--- config.mk ---
export PLATFORM = sky130hd
export DESIGN_NAME = cam_pixel_capture
export DESIGN_NICKNAME = d
export VERILOG_FILES = /design/src/rtl/cam_pixel_capture.sv
export SDC_FILE = /design/constraint.sdc
export NUM_CORES = 1
export LEC_CHECK = 0
export CAP_MARGIN = 20
export CORE_ASPECT_RATIO = 0.5
export CORE_MARGIN = 8
export CORE_UTILIZATION = 56
export DETAILED_ROUTE_END_ITERATION = 6
export GPL_TIMING_DRIVEN = 1
export HOLD_SLACK_MARGIN = 0.1
export PLACE_DENSITY = 0.78
export SETUP_SLACK_MARGIN = 0.5
export SLEW_MARGIN = 20
export SYNTH_ARGS = -nofsm -noshare
export SYNTH_HDL_FRONTEND = slang
export SYNTH_SLANG_ARGS = --single-unit
--- constraint.sdc ---
create_clock -name clk -period 2.7 [get_ports clk]
set_input_delay 0.54 -clock clk [delete_from_list [all_inputs] [get_ports clk]]
set_output_delay 0.54 -clock clk [all_outputs]
set_load 0.01 [all_outputs]
--- src/rtl/cam_pixel_capture.sv ---
// OV7670 RGB565 byte-stream capture: frames pixels with VSYNC/HREF, converts to
// RGB332 and writes them linearly into a dual-port frame buffer on the camera PCLK.
module cam_pixel_capture #(
  parameter int CAM_SCREEN_X = 320,
  parameter int CAM_SCREEN_Y = 240,
  parameter int AW           = 17,
  parameter int DW           = 8
) (
  input  logic          clk,
  input  logic          rst,
  input  logic          vsync,
  input  logic          href,
  input  logic [7:0]    data,
  output logic [AW-1:0] DP_RAM_addr_in,
  output logic [DW-1:0] DP_RAM_data_in,
  output logic          DP_RAM_regW,
  output logic          frame_done,
  output logic          line_err
);

  localparam int CW = $clog2(CAM_SCREEN_X + 1);
  localparam int RW = $clog2(CAM_SCREEN_Y + 1);

  localparam logic [CW-1:0] COL_MAX   = CW'(CAM_SCREEN_X);
  localparam logic [RW-1:0] ROW_MAX   = RW'(CAM_SCREEN_Y);
  localparam logic [AW-1:0] LINE_STEP = AW'(CAM_SCREEN_X);
  localparam logic [CW-1:0] COL_ONE   = CW'(1);
  localparam logic [RW-1:0] ROW_ONE   = RW'(1);
  localparam logic [AW-1:0] ADDR_ONE  = AW'(1);

  localparam logic [2:0] S_WAIT_VS = 3'd0;
  localparam logic [2:0] S_VBLANK  = 3'd1;
  localparam logic [2:0] S_IDLE    = 3'd2;
  localparam logic [2:0] S_BYTE2   = 3'd3;
  localparam logic [2:0] S_BYTE1   = 3'd4;

  logic [2:0]    state_r, state_s;
  logic [CW-1:0] col_r, col_s;
  logic [RW-1:0] row_r, row_s;
  // Only R5[4:2] and G6[5:3] of the first byte are ever needed.
  logic [5:0]    byte1_r, byte1_s;
  logic [AW-1:0] wr_addr_r, wr_addr_s;
  logic [AW-1:0] line_base_r, line_base_s;

  logic [RW-1:0] row_inc_s;
  logic [AW-1:0] next_base_s;
  logic [7:0]    pixel_s;
  logic [AW-1:0] addr_s;
  logic [DW-1:0] data_s;
  logic          regw_s;
  logic          done_s;
  logic          err_s;

  // Pixel conversion and saturating end-of-line row/base advance.
  always_comb begin
    pixel_s = {byte1_r[5:3], byte1_r[2:0], data[4:3]};
    if (row_r < ROW_MAX) begin
      row_inc_s   = row_r + ROW_ONE;
      next_base_s = line_base_r + LINE_STEP;
    end else begin
      row_inc_s   = row_r;
      next_base_s = line_base_r;
    end
  end

  // Next-state and output decode for the capture FSM.
  always_comb begin
    state_s     = state_r;
    col_s       = col_r;
    row_s       = row_r;
    byte1_s     = byte1_r;
    wr_addr_s   = wr_addr_r;
    line_base_s = line_base_r;
    addr_s      = DP_RAM_addr_in;
    data_s      = DP_RAM_data_in;
    regw_s      = 1'b0;
    done_s      = 1'b0;
    err_s       = line_err;
    case (state_r)
      S_WAIT_VS: begin
        if (vsync) begin
          state_s = S_VBLANK;
          err_s   = 1'b0;
        end else begin
          state_s = S_WAIT_VS;
        end
      end
      S_VBLANK: begin
        col_s       = '0;
        row_s       = '0;
        wr_addr_s   = '0;
        line_base_s = '0;
        err_s       = 1'b0;
        if (!vsync) begin
          state_s = S_IDLE;
        end else begin
          state_s = S_VBLANK;
        end
      end
      S_IDLE: begin
        if (vsync) begin
          state_s = S_VBLANK;
          done_s  = (row_r >= ROW_MAX);
          err_s   = 1'b0;
        end else if (href) begin
          byte1_s = {data[7:5], data[2:0]};
          state_s = S_BYTE2;
        end else begin
          state_s = S_IDLE;
        end
      end
      S_BYTE2: begin
        if (vsync) begin
          // Half pixel is dropped; the interrupted line still counts.
          state_s = S_VBLANK;
          done_s  = (row_inc_s >= ROW_MAX);
          err_s   = 1'b0;
        end else if (href) begin
          state_s = S_BYTE1;
          if (col_r < COL_MAX) begin
            col_s = col_r + COL_ONE;
            if (row_r < ROW_MAX) begin
              regw_s    = 1'b1;
              addr_s    = wr_addr_r;
              data_s    = DW'(pixel_s);
              wr_addr_s = wr_addr_r + ADDR_ONE;
            end else begin
              wr_addr_s = wr_addr_r;
            end
          end else begin
            col_s = col_r;
          end
        end else begin
          state_s     = S_IDLE;
          err_s       = 1'b1;
          row_s       = row_inc_s;
          col_s       = '0;
          line_base_s = next_base_s;
          wr_addr_s   = next_base_s;
        end
      end
      S_BYTE1: begin
        if (vsync) begin
          state_s = S_VBLANK;
          done_s  = (row_inc_s >= ROW_MAX);
          err_s   = 1'b0;
        end else if (href) begin
          byte1_s = {data[7:5], data[2:0]};
          state_s = S_BYTE2;
        end else begin
          state_s     = S_IDLE;
          row_s       = row_inc_s;
          col_s       = '0;
          line_base_s = next_base_s;
          wr_addr_s   = next_base_s;
        end
      end
      default: begin
        state_s = S_WAIT_VS;
      end
    endcase
  end

  // State and registered outputs; reset forces every output low at once.
  always_ff @(posedge clk or negedge rst) begin
    if (!rst) begin
      state_r        <= S_WAIT_VS;
      col_r          <= '0;
      row_r          <= '0;
      byte1_r        <= 6'd0;
      wr_addr_r      <= '0;
      line_base_r    <= '0;
      DP_RAM_addr_in <= '0;
      DP_RAM_data_in <= '0;
      DP_RAM_regW    <= 1'b0;
      frame_done     <= 1'b0;
      line_err       <= 1'b0;
    end else begin
      state_r        <= state_s;
      col_r          <= col_s;
      row_r          <= row_s;
      byte1_r        <= byte1_s;
      wr_addr_r      <= wr_addr_s;
      line_base_r    <= line_base_s;
      DP_RAM_addr_in <= addr_s;
      DP_RAM_data_in <= data_s;
      DP_RAM_regW    <= regw_s;
      frame_done     <= done_s;
      line_err       <= err_s;
    end
  end

endmodule

Word level (Yosys, flattened, before mapping)
Cells that the tools add are included.
{"block": "word_totals", "out_inout_bits": 28, "word_cells": 84, "ff_bits": 88, "inputBits": 12}
{"block": "classes", "muxes": 38, "n_addsub": 4, "magnitude_cmp": 4, "reduce_logical": 13, "n_eq_ne": 13, "bitwise": 1}
{"operator": "$mux W17", "count": 7}
{"operator": "$pmux W17 S3", "count": 1}
{"operator": "$mux W9", "count": 5}
{"operator": "$pmux W17 S2", "count": 1}
{"operator": "$pmux W9 S3", "count": 1}
{"operator": "$mux W8", "count": 3}
{"operator": "$add A17 B1 Y17 const B", "count": 1}
{"operator": "$add A17 B9 Y17 const B", "count": 1}
{"operator": "$ge A8 B8 Y1 const B", "count": 2}
{"operator": "$pmux W8 S2", "count": 1}
{"operator": "$mux W1", "count": 12}
{"operator": "$pmux W3 S4", "count": 1}
{"operator": "$ne A2 B2 Y1 const B", "count": 5}
{"operator": "$reduce_and A5 Y1", "count": 2}
{"operator": "$add A9 B1 Y9 const B", "count": 1}
{"operator": "$lt A9 B9 Y1 const B", "count": 1}
{"operator": "$ne A3 B3 Y1 const B", "count": 3}
{"operator": "$reduce_and A3 Y1", "count": 3}
{"operator": "$add A8 B1 Y8 const B", "count": 1}
{"operator": "$lt A8 B8 Y1 const B", "count": 1}
{"operator": "$eq A3 B2 Y1 const B", "count": 2}
{"operator": "$mux W3", "count": 2}
{"operator": "$reduce_and A6 Y1", "count": 1}
{"operator": "$reduce_bool A3 Y1", "count": 2}
{"operator": "11 further kinds", "count": 13}

Logic depth before layout (Yosys ltp)
{"block": "depth", "ltp_word": 6, "ltp_mapped": 8, "ltp_nobuf": 6}

Least setup slack after synthesis
Ideal clock, no wire load.
{"block": "synth_path", "path_kind": "input to register", "startpoint": "input href", "endpoint": "register DP_RAM_addr_in[10]", "n_path_buf": 2, "t_required_ns": 2.572, "setup_ns": 0.128, "arrival_time_ns": 1.887, "cell_stages": 6, "setup_slack_ns": 0.686, "path_cell_list": "buf_2 > nand4b_1 > or3_1 > nor2_4 > buf_4 > mux2_1"}
{"block": "synth_via", "elab_chain_len": 1}
{"item": "start, declared", "line": "12", "text": "input logic href,"}
{"item": "$reduce_and A5 Y1 (no line)"}
{"item": "end signal, assigned", "line": "185", "text": "DP_RAM_addr_in <= addr_s;"}
{"item": "end, declared", "line": "14", "text": "output logic [AW-1:0] DP_RAM_addr_in,"}
Every way passes these cells.
A chain may end at the register's enable or synchronous reset.

Worst setup path after layout
{"block": "layout_path", "startpoint": "register row_r[5]", "endpoint": "register wr_addr_r[14]"}
{"block": "layout_via", "elab_chain_len": 5, "word_cells_on_any_way": 9, "classes_between": "1 x order compare; 1 x eq/ne; 6 x mux; 1 x reduce/logical"}
{"item": "start, declared", "line": "39", "text": "logic [RW-1:0] row_r, row_s;"}
{"item": "start signal, assigned", "line": "181", "text": "row_r <= row_s;"}
{"item": "$lt A8 B8 Y1 (*)", "line": "57, 122"}
{"item": "$mux W17", "line": "57", "text": "if (row_r < ROW_MAX) begin"}
{"item": "$mux W17 (on tied branches)", "line": "147, 118"}
{"item": "$mux W17 (on tied branches)", "line": "143, 113"}
{"item": "$pmux W17 S3", "line": "79", "text": "case (state_r)"}
{"item": "end signal, assigned", "line": "183", "text": "wr_addr_r <= wr_addr_s;"}
{"item": "end, declared", "line": "42", "text": "logic [AW-1:0] wr_addr_r, wr_addr_s;"}
Every way passes the cells marked *; elsewhere a longest branch is shown, timed or not. The select of a mux whose other input is x is not followed.

==> impl_metrics.toml <==
[run_status]
status = "finished clean"

[synthesis]
ys_ff_latch = 82
postSynth.asyncResetShare = 1.00
ys_types = 55
avgSynthCellArea_um2 = 10.1
synth_edf_count = 0
syn_nets = 428
synthFlopType = "dfrtp_1"
syn_area_mm2 = 0.00415
syn_inst = 412
seq_area_frac_synth = 0.494
yosysWarnings = 0

[cts]
cts_made_buffers = 9
cts_root_buf = "clkbuf_16"
holdBufCountCts = 0
cts.clk_slew.worst_paths_ps = 60
cts_sinks = 82
cts.path.max_buffers = 2
cts_tree = "done"
clk_latency_ps = 340
h-tree-depth = 3

[drt]
antenna_left = 0
met2_length_mm = 4.61
drc = 0
totalWireLength_mm = 9.82
top_layer = "met4"
dr.pass1.iters = 4
met3WireLength_um = 645
wl_per_cell_um = 17.5
via_per_inst = 6.06
vias = 3405
m1WireLength_mm = 4.44
first_iter_violations = 316

[worst_setup_path]
cp_max_fo = 13
worstPathRequired_ps = 2970
path_cells = "and4_1, nor4b_4, mux2i_1, o221ai_1, a21oi_1"
slowest_stage = "nor4b_4"
worstSetupPathType = "reg2reg"
setup.worst_path.end_class = "register"
start_kind = "register"
worst-r2r-setup-slack_ps = 600
ff2ff_path_depth = 5
critPathMaxStageDelay_ps = 480
arrival_ps = 2370

[cells_and_area]
fin_nets = 477
drive_gt1_frac = 0.122
n_antenna_cell = 0
areaGrowthSynthToFinish_pct = 22.2

[sta]
fmax_ghz = 0.475
min_period_ps = 2100
rsz0062_at_grt = "true"
maxSlewViolCount = 0
timing.hold.ws_ps = 203
finalHoldViolCount = 0
fin_crit_sh = 0.779
worstMarginPinSlew_ps = 787
slew_headroom = 0.472
setup_violations = 0
setup_tns_ps = 0
skew_ps = 6.25

[power_and_ir_drop]
p_int_mw = 2.33
p_sw_uw = 922
ir_drop_uv = 334
p_seq_frac = 0.458
p_sw_frac = 0.284
comb_power_share = 0.188
power_density_mw_per_mm2 = 641
leakage_nw = 2.23
power.share.clock = 0.353

[global_routing]
antenna_found_initial = 0
gr-total-overflow = 0
grt_start_max_net_pins = 83
grt_pass1_wl_mm = 16.2
grt_use_total = 0.189
grt_pass1_vias = 3290

[job]
maxCapViolations = 0

[floorplan]
num_rows = 22
initial_core_util = 0.571
core-area_mm2 = 0.00727
io_pins = 40
dieHeight_um = 76.9
dieArea_mm2 = 0.0106
die_w_um = 138

[place]
dp_hpwl_mm = 6.69
io_buffers = 39
place_congestion = 0.867

[min_path]
worstHoldPathType = "in2async"
## worst max-delay path: cells and delay by family, from the launching register on
kind | cells | cell delay [ps]
compound gates | 2 | 320
simple gates | 2 | 940
mux | 1 | 320
flops | 1 | 450
## power groups by stage
stage	Clock, mW	Combinational, mW	Sequential (mW)
2_1_floorplan	0	0.281	1.50
3_3_place_gp	0	0.561	1.49
3_5_place_dp	0	0.584	1.51
4_1_cts	1.17	0.590	1.48
5_1_grt	1.22	0.675	1.51
6_report	1.15	0.612	1.49
## layout make-up
| class | count | area [µm²] |
|---|---|---|
| clock buffer | 10 | 229 |
| clock inverter | 6 | 48.8 |
| fill | 515 | 2200 |
| inverter | 7 | 26.3 |
| multi-input combinational | 302 | 2010 |
| sequential | 82 | 2050 |
| tap | 96 | 120 |
| timing repair buffer | 59 | 584 |
## cell usage after synthesis, types with 2 or more instances
library cell  instances  area share
o21ai_1              25       0.030
nand3_1              13       0.016
nor4b_2               2      0.0072
a22o_1                4      0.0084
o32a_1                5       0.012
and3_1                8       0.012
o2111ai_1             2      0.0042
o21ai_0              23       0.028
o21a_1                6       0.011
xor2_1               10       0.021
inv_1                 7      0.0063
nor3_1                9       0.011
nand4_1               9       0.014
a31oi_1               4      0.0060
buf_4                 3      0.0054
clkbuf_1              5      0.0045
nand3b_1              2      0.0036
or4_1                 2      0.0036
ha_1                  4       0.012
mux2_1               25       0.068
buf_2                12       0.014
o31ai_1               4      0.0072
a21oi_1              18       0.022
a41oi_1               2      0.0042
nor2b_1               2      0.0030
nand2_1              43       0.039
mux2_2                8       0.022
o211ai_1              2      0.0036
o221ai_1              2      0.0042
xnor2_1               7       0.015
a311oi_1              2      0.0042
nor4_1                3      0.0045
nor2_1               35       0.032
and2_1                2      0.0030
dfrtp_1              82        0.49
## kinds of logic (layout without fill, tap and decap cells)
family | after synthesis | in the layout | share of synthesized area
simple gates | 141 | 141 | 0.173
fa+ha+maj | 4 | 4 | 0.0121
flops | 82 | 82 | 0.494
mux | 34 | 34 | 0.0920
xor+xnor | 17 | 17 | 0.0359
compound gates | 106 | 106 | 0.159
buf+inv | 28 | 82 | 0.0335
## cell usage in the layout, fill, tap and decap left out, drive strengths merged, types with 10 or more instances in the layout
master	Yosys	routed
nor2	36	36
xor2	10	10
clkbuf	5	10
nand2	43	43
dfrtp	82	82
o21ai	49	49
mux2	33	33
nor3	10	10
nand3	13	13
clkdlybuf4s50	0	36
a21oi	18	18
buf	16	21
## metrics by stage
stage	area, µm²	util	total power, mW	setup WS (ps)	instances
after floorplan	4150	-	1.78	686	412
after global placement	4690	0.645	2.05	128	542
after detailed placement	4690	0.645	2.09	53.7	542
after CTS	4980	0.686	3.24	502	558
after global routing	5070	0.698	3.41	482	562
final	5070	0.698	3.25	596	562
## repair_timing
action                                  4_1_cts  5_1_grt
endpoints found under the setup margin        7       44
setup buffers                                 0        4
hold endpoints to repair                      0        0
resized for setup                             2       11
## registers in the layout, indices dropped and copies added, names as in the netlist
register,flops
DP_RAM_regW,1
DP_RAM_addr_in,17
frame_done,1
row_r,8
byte1_r,6
line_base_r,11
wr_addr_r,17
line_err,1
state_r,3
col_r,9
DP_RAM_data_in,8
## path summary, 6_finish.rpt
check,endpoint,startpoint
min in group clk,DP_RAM_addr_in[13],DP_RAM_addr_in[13]
worst min register to register,DP_RAM_addr_in[13],DP_RAM_addr_in[13]
worst max register to register,wr_addr_r[14],row_r[5]
max in group asynchronous,state_r[1],rst
worst min-delay path,line_base_r[12],rst
worst max-delay path,wr_addr_r[14],row_r[5]
## routing by layer
layer / track usage / vias up
li1: - / 1601
met3: 0.0423 / 12
met2: 0.297 / 135
met5: 0 / -
met1: 0.254 / 1657
met4: 0.0618 / 0
Note: power is estimated with default switching activity, not from simulation.
